### src/rtl/booth_mac_seq_pkg.sv
// rtl/booth_mac_seq_pkg.sv - shared widths, FSM states and Booth digit codes for booth_mac_seq
package booth_mac_seq_pkg;

  localparam int WIDTH_DATA_DEF = 8;

  typedef enum logic [1:0] {
    IDLE = 2'd0,
    MUL  = 2'd1,
    DONE = 2'd2
  } state_t;

  typedef enum logic [2:0] {
    DIG_ZERO = 3'd0,
    DIG_POS1 = 3'd1,
    DIG_POS2 = 3'd2,
    DIG_NEG1 = 3'd3,
    DIG_NEG2 = 3'd4
  } booth_dig_t;

  // Radix-4 recoding of {w[2d+1], w[2d], w[2d-1]}
  function automatic booth_dig_t booth_decode(input logic [2:0] grp);
    case (grp)
      3'b001, 3'b010: return DIG_POS1;
      3'b011:         return DIG_POS2;
      3'b100:         return DIG_NEG2;
      3'b101, 3'b110: return DIG_NEG1;
      default:        return DIG_ZERO;
    endcase
  endfunction

endpackage

### src/rtl/booth_mac_seq_digit_pp.sv
// rtl/booth_mac_seq_digit_pp.sv - combinational Booth partial product (booth_digit_pp) at full accumulator width
module booth_digit_pp
  import booth_mac_seq_pkg::*;
#(
  parameter int ACC_W = 20,
  parameter int SH_W  = 4
) (
  input  logic [2:0]       grp,
  input  logic [ACC_W-1:0] mcand,
  input  logic [SH_W-1:0]  shift,
  output logic [ACC_W-1:0] pp
);

  localparam logic [ACC_W-1:0] ONE = ACC_W'(1);

  booth_dig_t       dig;
  logic [ACC_W-1:0] base;

  // Negation happens after shifting so the -2 * most-negative case keeps every bit
  always_comb begin
    dig  = booth_decode(grp);
    base = mcand << shift;
    pp   = '0;
    case (dig)
      DIG_POS1: pp = base;
      DIG_POS2: pp = base << 1;
      DIG_NEG1: pp = ~base + ONE;
      DIG_NEG2: pp = ~(base << 1) + ONE;
      default:  pp = '0;
    endcase
  end

endmodule

### src/rtl/booth_mac_seq.sv
// rtl/booth_mac_seq.sv - sequential radix-4 Booth multiply-accumulate engine, one digit per cycle
module booth_mac_seq
  import booth_mac_seq_pkg::*;
#(
  parameter int WIDTH_DATA = WIDTH_DATA_DEF,
  parameter int ACC_W      = 2 * WIDTH_DATA + 4
) (
  input  logic                  clk,
  input  logic                  rst,
  input  logic                  in_valid,
  output logic                  in_ready,
  input  logic [WIDTH_DATA-1:0] in_weight,
  input  logic [WIDTH_DATA-1:0] in_feature,
  input  logic                  in_last,
  output logic                  out_valid,
  input  logic                  out_ready,
  output logic [ACC_W-1:0]      out_acc,
  output logic                  busy
);

  localparam int DIGITS = WIDTH_DATA / 2;
  localparam int CNT_W  = (DIGITS > 1) ? $clog2(DIGITS) : 1;
  localparam int SH_W   = $clog2(WIDTH_DATA) + 1;
  localparam logic [CNT_W-1:0] CNT_LAST = CNT_W'(DIGITS - 1);

  state_t                state;
  logic [WIDTH_DATA-1:0] w_q;
  logic [ACC_W-1:0]      f_q;
  logic                  last_q;
  logic [CNT_W-1:0]      cnt;
  logic [ACC_W-1:0]      acc;
  logic [ACC_W-1:0]      pp;
  logic [ACC_W-1:0]      acc_next;
  logic [WIDTH_DATA:0]   w_ext;
  logic [2:0]            grp;
  logic [SH_W-1:0]       shift;

  // Appending a zero supplies the implicit w[-1] for digit 0
  assign w_ext    = {w_q, 1'b0};
  assign grp      = 3'(w_ext >> {cnt, 1'b0});
  assign shift    = SH_W'({cnt, 1'b0});
  assign acc_next = acc + pp;

  booth_digit_pp #(
    .ACC_W (ACC_W),
    .SH_W  (SH_W)
  ) u_pp (
    .grp   (grp),
    .mcand (f_q),
    .shift (shift),
    .pp    (pp)
  );

  always_ff @(posedge clk) begin
    if (rst) begin
      state     <= IDLE;
      acc       <= '0;
      cnt       <= '0;
      w_q       <= '0;
      f_q       <= '0;
      last_q    <= 1'b0;
      in_ready  <= 1'b1;
      out_valid <= 1'b0;
      out_acc   <= '0;
      busy      <= 1'b0;
    end else begin
      case (state)
        IDLE: begin
          if (in_valid) begin
            w_q      <= in_weight;
            f_q      <= ACC_W'($signed(in_feature));
            last_q   <= in_last;
            cnt      <= '0;
            state    <= MUL;
            in_ready <= 1'b0;
            busy     <= 1'b1;
          end
        end
        MUL: begin
          acc <= acc_next;
          if (cnt == CNT_LAST) begin
            cnt <= '0;
            if (last_q) begin
              state     <= DONE;
              out_valid <= 1'b1;
              out_acc   <= acc_next;
            end else begin
              state    <= IDLE;
              in_ready <= 1'b1;
              busy     <= 1'b0;
            end
          end else begin
            cnt <= cnt + CNT_W'(1);
          end
        end
        DONE: begin
          if (out_ready) begin
            acc       <= '0;
            out_valid <= 1'b0;
            state     <= IDLE;
            in_ready  <= 1'b1;
            busy      <= 1'b0;
          end
        end
        default: begin
          state     <= IDLE;
          in_ready  <= 1'b1;
          out_valid <= 1'b0;
          busy      <= 1'b0;
        end
      endcase
    end
  end

endmodule

### config.mk
export PLATFORM = sky130hd
export DESIGN_NAME = booth_mac_seq
export DESIGN_NICKNAME = d
export VERILOG_FILES = /design/src/rtl/booth_mac_seq_pkg.sv /design/src/rtl/booth_mac_seq_digit_pp.sv /design/src/rtl/booth_mac_seq.sv
export SDC_FILE = /design/constraint.sdc
export NUM_CORES = 1
export LEC_CHECK = 0
export BUFFER_PORTS_ARGS = -buffer_cell sky130_fd_sc_hd__buf_2
export CAP_MARGIN = 20
export CORE_UTILIZATION = 50
export CTS_CLUSTER_DIAMETER = 200
export DETAILED_ROUTE_END_ITERATION = 16
export GPL_ROUTABILITY_DRIVEN = 0
export HOLD_SLACK_MARGIN = 0.12
export PLACE_DENSITY_LB_ADDON = 0.25
export SKIP_LAST_GASP = 1
export SLEW_MARGIN = 20
export SYNTH_ARGS = -nofsm -noshare
export SYNTH_HDL_FRONTEND = slang
export SYNTH_SLANG_ARGS = --single-unit
### constraint.sdc
create_clock -name clk -period 12.68 [get_ports clk]
set_clock_uncertainty 0.05 [all_clocks]
set_input_delay 1.268 -clock clk [delete_from_list [all_inputs] [get_ports clk]]
set_output_delay 1.268 -clock clk [all_outputs]
set_load 0.02 [all_outputs]
==> implementation parameters <==
Parameter                              Value

Outcome
  Result of the run    completed

Floorplanning
  Width of the chip    100 um
  Total die area    0.0101 mm2
  Core region area    0.00928 mm2
  Height of the die    approximately 100 um
  Initial Util    52.0%
  Count of standard-cell rows    35
  I/O Pins    44

Worst hold path
  Min-Delay Path Class    flip-flop to flip-flop

Timing
  Post-route fraction of the period consumed by the critical path    a little under half
  Setup repair after global routing missed its margin    false
  Summed negative setup slack over all endpoints    0 ns
  Transition at the pin with the smallest max-transition slack    ~1.1 ns
  Slew HR    between 20% and 30%
  Final-report hold violation count    0
  Worst path setup slack after routing    between 6 and 7 ns
  Fmax    roughly 170 MHz
  Count of endpoints failing setup in the final report    0
  Time the worst path needs with I/O delays and setup    around 5.8 ns
  Number of slew-limit violations in the final report    0

Critical path
  Data arrival time of the worst path    around 6.0 ns
  Sort of element at the end of the critical path    flip-flop
  Worst endpoint required time    12.85 ns
  Crit start category    flip-flop
  Crit path kind    flip-flop to flip-flop
  Maximum fanout encountered on the critical timing path    27
  Register-to-register setup slack    6.89 ns

Clocking
  Worst-Skew Late Latency    between 0.3 and 0.4 ns
  Number of gates resized after cts    0
  TritonCTS clock tree    yes
  Number of CTS-inserted buffers    9
  Clock tree buffer depth    2
  Post-CTS Hold Buffers    0
  Number of sinks handled by clock tree synthesis    64
  Clock transition at the register clock pins on the worst setup and hold paths after CTS    approximately 0.08 ns
  Post-CTS setup buffer count    0
  H-Tree Depth    3
  Buffer cell driving the clock tree root    sky130_fd_sc_hd__clkbuf_8

Finish
  Area Growth Syn to Fin    9.18%
  Post-layout util    56.8%
  Number of nets in the finished design    708
  Fill cell total of the finished layout    roughly 910
  Count of placed standard cells in the final layout, fillers left out    799
  Fraction of layout instances using a drive strength above 1    13.6%
  Most frequent standard cell in the layout excluding fill and tap cells    sky130_fd_sc_hd__nand2_1
  Leading cell types in the layout, fill and taps excluded    sky130_fd_sc_hd__nand2_1, sky130_fd_sc_hd__nor2_1, sky130_fd_sc_hd__dfxtp_1, sky130_fd_sc_hd__a21oi_1, sky130_fd_sc_hd__buf_2
  Antenna Diode Count    0

Drt
  Number of design rule violations left after detail routing    0
  Via count of the routed design    about 4,800
  Number of nets with antenna violations after routing    0
  DRC violation total after the first TritonRoute iteration    between 300 and 400
  DR WL/cell    15.0 um
  First-pass iteration count of the detailed router    5
  Ratio of routed vias to standard cells    roughly 6.0
  Final wirelength    roughly 12 mm

Synth
  Portion of the post-synthesis area used by sequential elements    between 20% and 30%
  Mean area per synthesized cell    ~7.4 um2
  Syn nets    692
  Synthesis warning total    0
  Cell Area, Synth    a little under 0.005 mm2
  Number of enable-type register cells in the synthesized netlist    0
  Primary flip-flop cell chosen by synthesis mapping    sky130_fd_sc_hd__dfxtp_1
  Number of cells produced by synthesis    ~650
  Fraction of registers with async set/reset    0%
  #FFs+latches synth    64
  Count of cell types in the netlist    between 70 and 80

Job
  Number of maximum-capacitance violations    0

Power and ir drop
  Leakage Power    0.00203 uW
  Max rail drop VDD    0.0000772 V
  PnR Total Power    about 580 uW
  Power density over the cells    roughly 110 mW/mm2

Global routing
  GRT Resource Usage Total    between 20% and 30%
  Via count of the first global-routing pass    4,412
  Congestion Overflow GR    0
  Wire length of the first global-routing pass    20.1 mm
  Maximum number of pins on one net before global-route repair    83
  Initial antenna violation count    0

Placement
  Worst-case setup slack after placement    approximately 7.0 ns
  Quantity of I/O buffers inserted on ports    43
  Cells after DPL    between 700 and 800
  Detailed Place HPWL    between 8 and 9 mm
[kinds of logic after synthesis]
family                     share of synthesized area (%)
and+or+nand+nor                                     27.7
muxes                                               5.29
DFF                                                 26.5
adders and majority gates                           5.86
AOI/OAI and AO/OA                                   25.9
buffers and inverters                               4.64
xor gates and xnor gates                            3.99
[routing by layer]
layer	vias to the layer above	global-route usage, %	part of all wire [%]
li1	2382	-	-
met1	2253	31.2	46
met2	140	41.3	48
met3	14	5.01	4.9
met4	0	8.03	1.6
met5	-	0	0
[stage by stage]
stage          cell area (um2)  hold slack (ns)
2_1_floorplan             4830            0.383
3_3_place_gp              5070            0.386
3_5_place_dp              5070            0.396
4_1_cts                   5270            0.407
5_1_grt                   5270            0.429
6_report                  5270            0.404
[area by class of cell]
type | count | area, um2 | area share, %
Clock inverter | 7 | 71.3 | 1.35
Tap cell | 129 | 161 | 3.06
Clock buffer | 9 | 124 | 2.35
Inverter | 12 | 45.0 | 0.855
Timing Repair Buffer | 49 | 260 | 4.94
Multi-Input combinational cell | 529 | 3330 | 63.1
Sequential cell | 64 | 1280 | 24.3
[critical path, cell delays in order (launching register included)]
cell and delay [ns]:
sky130_fd_sc_hd__dfxtp_1 1.05, sky130_fd_sc_hd__mux2i_2 0.34, sky130_fd_sc_hd__o2bb2ai_2 0.18, sky130_fd_sc_hd__or4_1 0.71, sky130_fd_sc_hd__nor3_4 0.26, sky130_fd_sc_hd__xor2_1 0.11
sky130_fd_sc_hd__nand2_1 0.12, sky130_fd_sc_hd__a21oi_1 0.08, sky130_fd_sc_hd__a221o_1 0.38, sky130_fd_sc_hd__ha_1 0.36, sky130_fd_sc_hd__nand3_1 0.16, sky130_fd_sc_hd__o31ai_1 0.09
sky130_fd_sc_hd__a311oi_1 0.53, sky130_fd_sc_hd__o221ai_1 0.25, sky130_fd_sc_hd__o41ai_2 0.60, sky130_fd_sc_hd__nor2b_1 0.12, sky130_fd_sc_hd__mux2i_1 0.17, sky130_fd_sc_hd__o2111ai_1 0.11
[worst paths after layout]
kind               start     endpoint  cells past startpoint
min          out_acc[17]  out_acc[17]                      2
max               cnt[0]  out_acc[19]                     17
min reg2reg  out_acc[17]  out_acc[17]                      2
max reg2reg       cnt[0]  out_acc[19]                     17
[flip-flops by register name, indices dropped and copies added, names as in the netlist]
name and cells:
cnt 2, out_acc 20, f_q 8, busy 1, last_q 1, acc 20, in_ready 1, out_valid 1
state 2, w_q 8
[report_power, final]
part	internal, uW	switching, uW
registers	210	11.4
logic	67.3	112
clock network	90.7	91.1
total	368	214
[synth_stat cells (all sizes together) (3+ instances only)]
master / n / area share (%)
a211oi: 7 / 1.1
a21o: 7 / 1.1
a21oi: 62 / 6.4
a221oi: 8 / 1.5
a22oi: 11 / 1.7
a31oi: 13 / 1.7
and3: 3 / 0.39
buf: 12 / 1.2
clkbuf: 32 / 2.5
dfxtp: 64 / 27
ha: 21 / 5.4
inv: 12 / 0.93
mux2: 4 / 0.93
mux2i: 18 / 3.9
nand2: 108 / 8.4
nand2b: 7 / 0.91
nand3: 11 / 1.1
nand3b: 14 / 2.2
nand4: 4 / 0.52
nor2: 71 / 5.5
nor2b: 13 / 1.7
nor3: 19 / 2.2
nor3b: 4 / 0.62
nor4: 3 / 0.70
o2111ai: 3 / 0.54
o21a: 7 / 1.1
o21ai: 21 / 2.3
o21bai: 8 / 1.2
o22a: 3 / 0.54
o22ai: 4 / 0.52
o2bb2ai: 3 / 0.80
o311ai: 6 / 1.1
or2: 4 / 0.52
or3: 3 / 0.49
or4: 3 / 0.47
or4b: 3 / 0.62
xnor2: 12 / 2.2
xor2: 10 / 1.8
Power figures use the tool's default switching activity.
